## src/rtl/dc_offset_ctrl_pkg.sv

```systemverilog
// Shared definitions for the AM demodulator DC-offset controller.
package dc_offset_ctrl_pkg;

  localparam int unsigned AMD_DATA_W = 12;

  typedef enum logic [1:0] {
    AMD_ST_IDLE   = 2'd0,
    AMD_ST_ACCUM  = 2'd1,
    AMD_ST_UPDATE = 2'd2,
    AMD_ST_RUN    = 2'd3
  } amd_state_e;

endpackage : dc_offset_ctrl_pkg

```

## src/rtl/dc_offset_ctrl_accum.sv

```systemverilog
// Signed block accumulator with sample counter and last-sample flag.
module dc_accum #(
  parameter int unsigned DATA_W = 12,
  parameter int unsigned LOG2_N = 6
) (
  input  logic                     i_clk,
  input  logic                     i_rst_n,
  input  logic                     i_clr,
  input  logic                     i_en,
  input  logic [DATA_W-1:0]        i_data,
  output logic [DATA_W+LOG2_N-1:0] o_acc,
  output logic                     o_last_c
);

  localparam int unsigned ACC_W = DATA_W + LOG2_N;

  logic [ACC_W-1:0]  acc_d, acc_q;
  logic [LOG2_N-1:0] cnt_d, cnt_q;

  // Clear has priority over accumulate so a restart never counts its own sample.
  always_comb begin
    acc_d = acc_q;
    cnt_d = cnt_q;
    if (i_clr) begin
      acc_d = '0;
      cnt_d = '0;
    end else if (i_en) begin
      acc_d = acc_q + {{LOG2_N{i_data[DATA_W-1]}}, i_data};
      cnt_d = cnt_q + LOG2_N'(1);
    end
  end

  // Accumulator and count registers.
  always_ff @(posedge i_clk) begin
    if (!i_rst_n) begin
      acc_q <= '0;
      cnt_q <= '0;
    end else begin
      acc_q <= acc_d;
      cnt_q <= cnt_d;
    end
  end

  assign o_acc    = acc_q;
  assign o_last_c = (cnt_q == '1);

endmodule : dc_accum

```

## src/rtl/dc_offset_ctrl.sv

```systemverilog
// DC-offset estimator and operand sequencer for the downstream registered subtractor.
module dc_offset_ctrl
  import dc_offset_ctrl_pkg::*;
#(
  parameter int unsigned DATA_W     = AMD_DATA_W,
  parameter int unsigned LOG2_N     = 6,
  parameter int unsigned CONTINUOUS = 0
) (
  input  logic              i_clk,
  input  logic              i_rst_n,
  input  logic [DATA_W-1:0] i_data,
  input  logic              i_valid,
  input  logic              i_start,
  output logic [DATA_W-1:0] o_sub_a,
  output logic [DATA_W-1:0] o_sub_b,
  output logic              o_valid,
  output logic [DATA_W-1:0] o_offset,
  output logic              o_busy,
  output logic              o_cal_done
);

  localparam int unsigned ACC_W = DATA_W + LOG2_N;

  amd_state_e        state_d, state_q;
  logic [DATA_W-1:0] offset_d, offset_q;
  logic              valid_d, valid_q;
  logic              busy_d, busy_q;
  logic              cal_done_d, cal_done_q;

  logic              acc_clr_c;
  logic              acc_en_c;
  logic              last_c;
  logic [ACC_W-1:0]  acc_c;
  logic signed [ACC_W-1:0] acc_s_c;
  logic signed [ACC_W-1:0] mean_c;

  dc_accum #(
    .DATA_W (DATA_W),
    .LOG2_N (LOG2_N)
  ) u_accum (
    .i_clk    (i_clk),
    .i_rst_n  (i_rst_n),
    .i_clr    (acc_clr_c),
    .i_en     (acc_en_c),
    .i_data   (i_data),
    .o_acc    (acc_c),
    .o_last_c (last_c)
  );

  // Block mean, floor rounding via arithmetic shift; always fits DATA_W.
  assign acc_s_c = signed'(acc_c);
  assign mean_c  = acc_s_c >>> LOG2_N;

  // State register plus registered outputs.
  always_ff @(posedge i_clk) begin
    if (!i_rst_n) begin
      state_q    <= AMD_ST_IDLE;
      offset_q   <= '0;
      valid_q    <= 1'b0;
      busy_q     <= 1'b0;
      cal_done_q <= 1'b0;
    end else begin
      state_q    <= state_d;
      offset_q   <= offset_d;
      valid_q    <= valid_d;
      busy_q     <= busy_d;
      cal_done_q <= cal_done_d;
    end
  end

  // Next-state logic.
  always_comb begin
    state_d = state_q;
    case (state_q)
      AMD_ST_IDLE:   if (i_start) state_d = AMD_ST_ACCUM;
      AMD_ST_ACCUM: begin
        if (i_start)                state_d = AMD_ST_ACCUM;
        else if (i_valid && last_c) state_d = AMD_ST_UPDATE;
      end
      AMD_ST_UPDATE: state_d = (CONTINUOUS != 0) ? AMD_ST_ACCUM : AMD_ST_RUN;
      AMD_ST_RUN:    if (i_start) state_d = AMD_ST_ACCUM;
      default:       state_d = AMD_ST_IDLE;
    endcase
  end

  // Output and datapath control; UPDATE ignores i_start and the sample it sees.
  always_comb begin
    acc_clr_c  = 1'b0;
    acc_en_c   = 1'b0;
    offset_d   = offset_q;
    cal_done_d = 1'b0;
    valid_d    = i_valid;
    busy_d     = (state_d == AMD_ST_ACCUM) || (state_d == AMD_ST_UPDATE);
    case (state_q)
      AMD_ST_IDLE,
      AMD_ST_RUN:    acc_clr_c = i_start;
      AMD_ST_ACCUM: begin
        acc_clr_c = i_start;
        acc_en_c  = i_valid & ~i_start;
      end
      AMD_ST_UPDATE: begin
        acc_clr_c  = 1'b1;
        offset_d   = DATA_W'(mean_c);
        cal_done_d = 1'b1;
      end
      default: acc_clr_c = 1'b1;
    endcase
  end

  assign o_sub_a    = i_data;
  assign o_sub_b    = offset_q;
  assign o_offset   = offset_q;
  assign o_valid    = valid_q;
  assign o_busy     = busy_q;
  assign o_cal_done = cal_done_q;

endmodule : dc_offset_ctrl

```

## config.mk

```make
export PLATFORM = sky130hd
export DESIGN_NAME = dc_offset_ctrl
export DESIGN_NICKNAME = d
export VERILOG_FILES = /design/src/rtl/dc_offset_ctrl_pkg.sv /design/src/rtl/dc_offset_ctrl_accum.sv /design/src/rtl/dc_offset_ctrl.sv
export SDC_FILE = /design/constraint.sdc
export NUM_CORES = 1
export LEC_CHECK = 0
export CORE_ASPECT_RATIO = 0.75
export CORE_MARGIN = 1.5
export CORE_UTILIZATION = 40
export CTS_CLUSTER_DIAMETER = 120
export DETAILED_ROUTE_END_ITERATION = 6
export GPL_TIMING_DRIVEN = 0
export PLACE_DENSITY = 0.65
export SLEW_MARGIN = 20
export SYNTH_ARGS = -nofsm -noshare
export SYNTH_HDL_FRONTEND = slang
export SYNTH_SLANG_ARGS = --single-unit
export TNS_END_PERCENT = 50
```

## constraint.sdc

```tcl
create_clock -name i_clk -period 5.4 [get_ports i_clk]
set_clock_uncertainty 0.05 [all_clocks]
set_input_delay 0.54 -clock i_clk [delete_from_list [all_inputs] [get_ports i_clk]]
set_output_delay 0.54 -clock i_clk [all_outputs]
set_load 0.01 [all_outputs]
```

==> run metrics <==
status complete, no violations; # resized after CTS 0; crit path DAT 2.86 ns; I/O pin cnt 55; WP buf/inv 2; Clock transition at path regs 0.07 ns; Max IR drop VDD 0.0001026 V; CP max FO 4; Pleak 1.295 nW; clk sinks 41; Post-DRT Antenna Nets 0; top-count cell post-synth dfxtp_1; pre-CTS setup slack 2.329 ns; Area growth syn-to-layout 27.24%; CTS tree yes; Initial DRT Pass Iterations 4; Num CTS Buffers 5; Antenna Cells 0; leading area contributor after synthesis dfxtp_1; Root Driver clkbuf_8; Iter 0 DRT Violations 116; cell row count 25; hold wc startpoint u_accum.o_acc[3]$_SDFFE_PP0P_; Yosys cell types 48; EDFF count, synth 0; final setup fails 0; share of cells above drive strength 1 11.35%; postcts setup bufs 0; H-tree Lvls 2; Vias 2242; Max-cap violations 0; Area after DPL 3269 um^2; total track usage 17.41%; count of buffers from port buffering 54; hold depth 2; syn avg cell area 8.476 um^2; Cell Area, Synth 2628 um^2; Slew headroom 61.91%; startpoint types input port; Pwr Density 176.4 nW/um^2; Design Area, Final 3343 um^2; Final Hold Viols 0; Finished Core Util 52.91%; Worst-Skew Late Latency 0.29 ns; multi-input combinational cell area 1555 um^2; Top FF cell, synth dfxtp_1; hold endpoint u_accum.o_acc[3]$_SDFFE_PP0P_; slowest cell on the critical path clkdlybuf4s50_1; final slew viol count 0; vias in the first global route 2023; synth warn 0; RSZ-0062 raised after global routing false; period utilization 51.07%; initial core utilization 41.58%; register area 820.8 um^2; Via density 4.971; Slew @ Worst Pin 0.5714 ns; Post-synth top cells 41 x dfxtp_1, 37 x nand2_1, 31 x a21oi_1; DP HPWL 4.438 mm; critical path's largest stage delay 0.49 ns; Area contributors post-synth dfxtp_1 31%, ha_1 9.5%, buf_4 6.9%, a21oi_1 5.9%, mux2i_1 5.3%; reg2reg start u_accum.o_acc[0]$_SDFFE_PP0P_; setup ws final 2.642 ns; Routed WL per cell 13.14 um; Setup CP Type in2reg; fin crit period 2.758 ns; synthesized flop and latch total 41; r2r worst-path depth 10; Crit path max-delay family compound AO/OA/AOI/OAI gates; RR Endpoint u_accum.o_acc[16]$_SDFFE_PP0P_; Die X 96.59 um; syn_nets 347; worst min path class reg2reg; CTS Hold Buffers Added 0; number of fill cells 635; chip height 73.19 um; R2R setup slack 3.05 ns; core area 6319 um^2; pin count of the biggest net entering global routing 14; nets 408; Setup TNS 0 ns; CTS Buffer Depth 2; WL final 5.924 mm; FMAX 362.6 MHz; Setup crit end kind register; DRC 0; Worst EP required 5.50 ns; cells after synthesis 310; initial antenna violation count 0; die area 7069 um^2; GP Congestion 0.8709; post-synth top area share 31.24%; crit path cell chain clkdlybuf4s50_1 > ha_1 > inv_1 > fa_1 > nand2b_1 > a21oi_2 > o21bai_4 > a211oi_4 > nor3_1 > mux2i_1 > a21oi_1; sequential share of the synthesized area 31.24%; total congestion overflow 0; asr flop ratio synth 0%; first-pass GRT wire length 9.370 mm
-- layout make-up --
type / instances / area share, %
sequential: 41 / 24.55
tap: 81 / 3.031
timing repair buffer: 54 / 16.17
inverter: 7 / 0.7859
clock buffer: 5 / 2.058
multi-input combinational: 229 / 46.52
buffer: 33 / 6.737
clock inverter: 1 / 0.1497
-- how the worst max path moves through the flow --
stage / start / to / slack [ns] / depth (start not counted)
after global placement: i_data[0] / u_accum.o_acc[16]$_SDFFE_PP0P_ / 2.34 / 11
after CTS: i_data[0] / u_accum.o_acc[16]$_SDFFE_PP0P_ / 2.63 / 11
after floorplan: i_data[0] / u_accum.o_acc[16]$_SDFFE_PP0P_ / 3.08 / 10
after global routing: i_data[0] / u_accum.o_acc[16]$_SDFFE_PP0P_ / 2.53 / 11
final: i_data[0] / u_accum.o_acc[16]$_SDFFE_PP0P_ / 2.64 / 11
after detailed placement: i_data[0] / u_accum.o_acc[16]$_SDFFE_PP0P_ / 2.33 / 11
-- layer usage --
| layer | track usage (%) | part of all wire [%] | vias to the layer above |
|---|---|---|---|
| li1 | - | - | 1169 |
| met1 | 25.00 | 52 | 1024 |
| met2 | 26.03 | 43 | 44 |
| met3 | 3.958 | 4.6 | 5 |
| met4 | 4.831 | 0.89 | 0 |
| met5 | 0 | 0 | - |
-- state kept, by name, summed over array words and instances, names as in the netlist --
| name | count |
|---|---|
| u_accum.o_acc | 18 |
| o_offset | 12 |
| u_accum.cnt_q | 6 |
| state_q | 2 |
| o_busy | 1 |
| o_cal_done | 1 |
| o_valid | 1 |
-- placed cells by master (no fill, tap or decap), types with 5 or more instances in the layout --
master | Yosys | final
inv_1 | 6 | 6
buf_4 | 24 | 24
nor2b_1 | 13 | 13
o21ai_0 | 5 | 5
xnor2_1 | 7 | 7
and2_1 | 7 | 7
dfxtp_1 | 41 | 41
a21oi_1 | 31 | 31
ha_1 | 20 | 20
nor3b_1 | 5 | 5
nand2_1 | 37 | 37
nand3_1 | 8 | 8
xor2_1 | 8 | 8
nor2_1 | 15 | 15
clkbuf_8 | 0 | 5
nand2b_1 | 8 | 8
clkdlybuf4s50_1 | 0 | 54
mux2i_1 | 14 | 14
o21ai_1 | 6 | 6
-- power by group --
group	switching (mW)	internal [mW]
Sequential	0.00224	0.306
Combinational	0.0464	0.0469
Clock	0.103	0.0851
Total	0.152	0.438
-- worst register-to-register path, delay by kind of cell, from the launching register on --
kind | cells | cell delay, ns
flip-flops | 1 | 0.34
buffers and inverters | 1 | 0.06
adder cells (fa/ha/maj) | 2 | 0.55
AND/OR/NAND/NOR | 2 | 0.34
AO/OA/AOI/OAI | 4 | 0.73
multiplexers | 1 | 0.17
-- through the flow --
| step | std cells | hold slack (ns) | power [mW] |
|---|---|---|---|
| after floorplan | 310 | 0.3856 | 0.3700 |
| after global placement | 445 | 0.3939 | 0.4064 |
| after detailed placement | 445 | 0.3998 | 0.4081 |
| after CTS | 451 | 0.4107 | 0.5970 |
| after global routing | 451 | 0.4353 | 0.6200 |
| final | 451 | 0.4082 | 0.5899 |
-- kinds of logic (layout without fill, tap and decap cells) --
family                   after synthesis  in the layout  synth area share (%)
flip-flops                            41             41                 31.24
AND/OR/NAND/NOR                      114            114                 22.48
AO/OA/AOI/OAI                         65             65                 16.10
multiplexers                          14             14                 5.333
buffers and inverters                 40            100                 9.571
adder cells (fa/ha/maj)               21             21                 10.29
XOR/XNOR                              15             15                 5.000
(Power assumes the default switching activity.)
